==> src/rtl/pattern_gen_pkg.sv <==
// Shared constants and phase type for the Johnson-style pattern generator.
package pattern_gen_pkg;

  localparam int PG_WIDTH_DEF = 8;

  typedef enum logic {
    PH_FILL  = 1'b0,
    PH_DRAIN = 1'b1
  } phase_t;

endpackage

==> src/rtl/pattern_gen_phase_ctr.sv <==
// Step counter and FILL/DRAIN phase flag; strobes on the last step of each phase.
module pattern_gen_phase_ctr
  import pattern_gen_pkg::*;
#(
  parameter int WIDTH = PG_WIDTH_DEF,
  parameter int CW    = $clog2(WIDTH)
) (
  input  logic          i_clk,
  input  logic          i_rst_n,
  output logic [CW-1:0] o_count,
  output phase_t        o_phase,
  output logic          o_phase_end
);

  logic [CW-1:0] r_count;
  phase_t        r_phase;
  logic          w_phase_end;

  // Out-of-range counts are unreachable but still treated as the final step.
  assign w_phase_end = (r_count >= CW'(WIDTH - 1));

  // Advance the step counter and toggle the phase at each phase end.
  always_ff @(posedge i_clk or negedge i_rst_n) begin
    if (!i_rst_n) begin
      r_count <= '0;
      r_phase <= PH_FILL;
    end else if (w_phase_end) begin
      r_count <= '0;
      r_phase <= (r_phase == PH_FILL) ? PH_DRAIN : PH_FILL;
    end else begin
      r_count <= r_count + CW'(1);
    end
  end

  assign o_count     = r_count;
  assign o_phase     = r_phase;
  assign o_phase_end = w_phase_end;

endmodule

==> src/rtl/pattern_gen.sv <==
// Free-running fill/drain pattern generator with period 2*WIDTH.
// Optional wrap pulse enabled by defining PATTERN_GEN_WRAP_PULSE_EN.
module pattern_gen
  import pattern_gen_pkg::*;
#(
  parameter int WIDTH = PG_WIDTH_DEF
) (
  input  logic             clk,
  input  logic             rst,
  output logic [WIDTH-1:0] out
`ifdef PATTERN_GEN_WRAP_PULSE_EN
  ,
  output logic             wrap
`endif
);

  localparam int CW = $clog2(WIDTH);

  // a, c and count keep their short names so they can be probed for debug.
  logic [WIDTH-1:0] a;
  phase_t           c;
  logic [CW-1:0]    count;
  logic             w_phase_end;

  pattern_gen_phase_ctr #(
    .WIDTH (WIDTH),
    .CW    (CW)
  ) u_phase_ctr (
    .i_clk       (clk),
    .i_rst_n     (rst),
    .o_count     (count),
    .o_phase     (c),
    .o_phase_end (w_phase_end)
  );

  // Shift left, feeding ones while filling and zeros while draining.
  always_ff @(posedge clk or negedge rst) begin
    if (!rst) begin
      a <= '0;
    end else begin
      a <= {a[WIDTH-2:0], (c == PH_FILL)};
    end
  end

  assign out = a;

`ifdef PATTERN_GEN_WRAP_PULSE_EN
  logic r_wrap;

  // Pulse on the edge that returns the pattern to all zeros.
  always_ff @(posedge clk or negedge rst) begin
    if (!rst) begin
      r_wrap <= 1'b0;
    end else begin
      r_wrap <= (c == PH_DRAIN) && w_phase_end;
    end
  end

  assign wrap = r_wrap;
`endif

endmodule

==> config.mk <==
export PLATFORM = sky130hd
export DESIGN_NAME = pattern_gen
export DESIGN_NICKNAME = d
export VERILOG_FILES = /design/src/rtl/pattern_gen_pkg.sv /design/src/rtl/pattern_gen_phase_ctr.sv /design/src/rtl/pattern_gen.sv
export SDC_FILE = /design/constraint.sdc
export NUM_CORES = 1
export LEC_CHECK = 0
export CORE_AREA = 2 2 39 41
export CTS_CLUSTER_DIAMETER = 200
export DETAILED_ROUTE_END_ITERATION = 10
export DIE_AREA = 0 0 41 43
export DONT_BUFFER_PORTS = 1
export GPL_TIMING_DRIVEN = 1
export SLEW_MARGIN = 10
export SYNTH_ARGS = -nofsm -noshare
export SYNTH_HDL_FRONTEND = slang
export SYNTH_SLANG_ARGS = --single-unit
==> constraint.sdc <==
create_clock -name clk -period 1.15 [get_ports clk]
set_input_delay 0.115 -clock clk [delete_from_list [all_inputs] [get_ports clk]]
set_output_delay 0.115 -clock clk [all_outputs]
set_load 0.1 [all_outputs]
==> results.sh <==
export IMPL_status="finished, final reports clean"
export IMPL_finalClockSkew_ns=0.006183
export IMPL_synth_top_area_cell="dfrtp_1"
export IMPL_postSynthAreaPerCell_um2=18.02
export IMPL_max_clock_path_buffers=2
export IMPL_setup_viol=0
export IMPL_rows=14
export IMPL_core_um2=1384
export IMPL_htree_num_levels=1
export IMPL_hold_class="in2async"
export IMPL_crit_chain="ha_2 -> ha_4 -> inv_2 -> a311oi_2"
export IMPL_synth_top_area_share_pct=83.33
export IMPL_root_buffer="clkbuf_4"
export IMPL_grt_start_max_net_pins=13
export IMPL_synth_area_um2=360.3
export IMPL_synth_top_family_by_area="adder cells"
export IMPL_die_area_um2=1763
export IMPL_cp_end_kind="register"
export IMPL_whs_ns=0.2494
export IMPL_postRouteAntennaNets=0
export IMPL_path_class="reg2reg"
export IMPL_r2r_start="u_phase_ctr.o_count[0]$_DFF_PN0_"
export IMPL_clk_latency_ns=0.26
export IMPL_max_stage_delay_ns=0.39
export IMPL_rsz0062_at_grt="yes"
export IMPL_hold_viol_final=0
export IMPL_final_max_slew_viol_count=0
export IMPL_track_usage_pct=8.444
export IMPL_period_share_pct=99.99
export IMPL_die_y_um=43
export IMPL_synthDistinctLibCells=7
export IMPL_fillers=135
export IMPL_start_util_pct=26.04
export IMPL_grt_pass1_wl_um=903
export IMPL_worstRegToRegCells=4
export IMPL_fin_tns_setup_ns=0
export IMPL_yosys_area_share_simple_pct=1.042
export IMPL_die_w_um=41
export IMPL_crit_fanout=2
export IMPL_clk_pin_slew_ns=0.07
export IMPL_dp_hpwl_um=444
export IMPL_fin_cells=50
export IMPL_wire_per_inst_um=11.44
export IMPL_drt_iter0_markers=4
export IMPL_placed_area_um2=450.4
export IMPL_synth_cells=20
export IMPL_synth_area_leaders="dfrtp_1 83%, ha_1 6.9%, a311oi_1 2.4%"
export IMPL_synth_fp_nets=24
export IMPL_cts_tree="done"
export IMPL_detail_route_wirelength_um=572
export IMPL_drc=0
export IMPL_mostFrequentLayoutCell="dfrtp_1"
export IMPL_rr_endpoint="u_phase_ctr.o_count[2]$_DFF_PN0_"
export IMPL_num_nets_final=40
export IMPL_dpl_cell_count=45
export IMPL_synth_compound_area_share_pct=4.167
export IMPL_synth_xor_xnor_area_share_pct=2.431
export IMPL_vias_per_cell=4.140
export IMPL_timing_fmax_mhz=869.6
export IMPL_synth_seq_cells=12
export IMPL_io_pins=10
export IMPL_slew_headroom_pct=67.22
export IMPL_portBuffers=0
export IMPL_num_vias=207
export IMPL_clock_sinks=12
export IMPL_area_delta_synth_final_pct=41.32
export IMPL_drv_cap=0
export IMPL_antenna_found_initial=0
export IMPL_period_needed_ns=1.150
export IMPL_vdd_ir_drop_max_uv=372.2
export IMPL_p_leak_nw=0.2543
export IMPL_synth_adder_area_share_pct=6.944
export IMPL_globalRouteOverflowTotal=0
export IMPL_multi_input_area_um2=73.82
export IMPL_seq_area_frac_synth_pct=83.33
export IMPL_layout_common_cells="12 x dfrtp_1, 10 x buf_4, 3 x clkbuf_4"
export IMPL_synth_warnings=0
export IMPL_r2r_slack_ns=0.0001
export IMPL_dr_pass1_iters=3
export IMPL_synth_area_mux_share_pct=0
export IMPL_critPathSlowestCell="dfrtp_1"
export IMPL_layout_drive_gt1_share_pct=50.00
export IMPL_grt_pass1_vias=222
export IMPL_worstMarginPinSlew_ns=0.4901
export IMPL_critPathRequiredTime_ns=1.31
export IMPL_cts_inserted_buffers=3
export IMPL_gp_congestion=0.5907
export IMPL_worst_setup_path_start_kind="register"
export IMPL_antenna_cells=0
export IMPL_critPathArrivalTime_ns=1.31
export IMPL_final_cell_area_um2=509.2
export IMPL_regArea_um2=300.3
export IMPL_pwr_density_cell_nw_per_um2=1314
export IMPL_fin_util_pct=36.80
==> critical path, delay by kind of cell, from the launching register on <==
| kind | cells | cell delay [ns] |
|---|---|---|
| buffers and inverters | 1 | 0.03 |
| AOI/OAI and AO/OA | 1 | 0.17 |
| DFF | 1 | 0.39 |
| adders and majority gates | 2 | 0.46 |
==> cells in the mapped netlist <==
library cell,number
a311oi_1,1
a31oi_1,1
dfrtp_1,12
ha_1,2
inv_1,2
nor2_1,1
xnor2_1,1
==> logic make-up (layout without fill, tap and decap cells) <==
kind of cell             Yosys count  in the layout
flip-flops                        12             12
adder cells (fa/ha/maj)            2              2
AO/OA/AOI/OAI                      2              2
buffers and inverters              2             16
XOR/XNOR                           1              1
AND/OR/NAND/NOR                    1              1
==> flip-flops by register name, summed over array words and instances, names as in the netlist <==
register / cells
u_phase_ctr.o_phase: 1
u_phase_ctr.o_count: 3
out: 8
==> power breakdown <==
part	switching [mW]	internal, mW	total [mW]
registers	0	0.422	0.422
logic	0.00708	0.00232	0.00940
clock network	0.117	0.121	0.238
total	0.124	0.545	0.669
==> metrics by stage <==
stage,power [mW],setup WS (ns)
after floorplan,0.4301,0.02778
after global placement,0.4301,0.03270
after detailed placement,0.4301,-0.04710
after CTS,0.6846,-0.02483
after global routing,0.6979,-0.05086
final,0.6689,0.0001106
==> layout make-up <==
type | count | area share (%)
Tap cell | 16 | 3.931
Clock buffer | 3 | 4.423
Timing Repair Buffer | 11 | 16.71
Inverter | 2 | 1.474
Sequential cell | 12 | 58.97
Multi-Input combinational cell | 6 | 14.50
==> worst max-delay path by stage <==
| stage | endpoint | startpoint | slack [ns] | depth (start not counted) |
|---|---|---|---|---|
| 2_1_floorplan | u_phase_ctr.o_phase$_DFFE_PN0P_ | u_phase_ctr.o_count[0]$_DFF_PN0_ | 0.03 | 4 |
| 3_3_place_gp | u_phase_ctr.o_phase$_DFFE_PN0P_ | u_phase_ctr.o_count[1]$_DFF_PN0_ | 0.03 | 4 |
| 3_5_place_dp | u_phase_ctr.o_count[2]$_DFF_PN0_ | u_phase_ctr.o_count[1]$_DFF_PN0_ | -0.05 | 4 |
| 4_1_cts | u_phase_ctr.o_count[2]$_DFF_PN0_ | u_phase_ctr.o_count[0]$_DFF_PN0_ | -0.02 | 4 |
| 5_1_grt | u_phase_ctr.o_phase$_DFFE_PN0P_ | u_phase_ctr.o_count[0]$_DFF_PN0_ | -0.05 | 4 |
| 6_report | u_phase_ctr.o_count[2]$_DFF_PN0_ | u_phase_ctr.o_count[0]$_DFF_PN0_ | 0.0001 | 4 |
==> layer usage <==
metal,global-route usage (%),up-vias,wire length [um]
li1,-,94,-
met1,8.389,103,249
met2,11.56,10,265
met3,4.712,0,57
met4,8.000,0,0
met5,0,-,0
==> repair_timing <==
action,CTS,global route
hold endpoints to repair,12,0
setup endpoints to repair,2,2
buffers inserted,1,0
resized for setup,0,3
pin swaps,1,1
hold buffers,1,0
(Power assumes the default switching activity.)
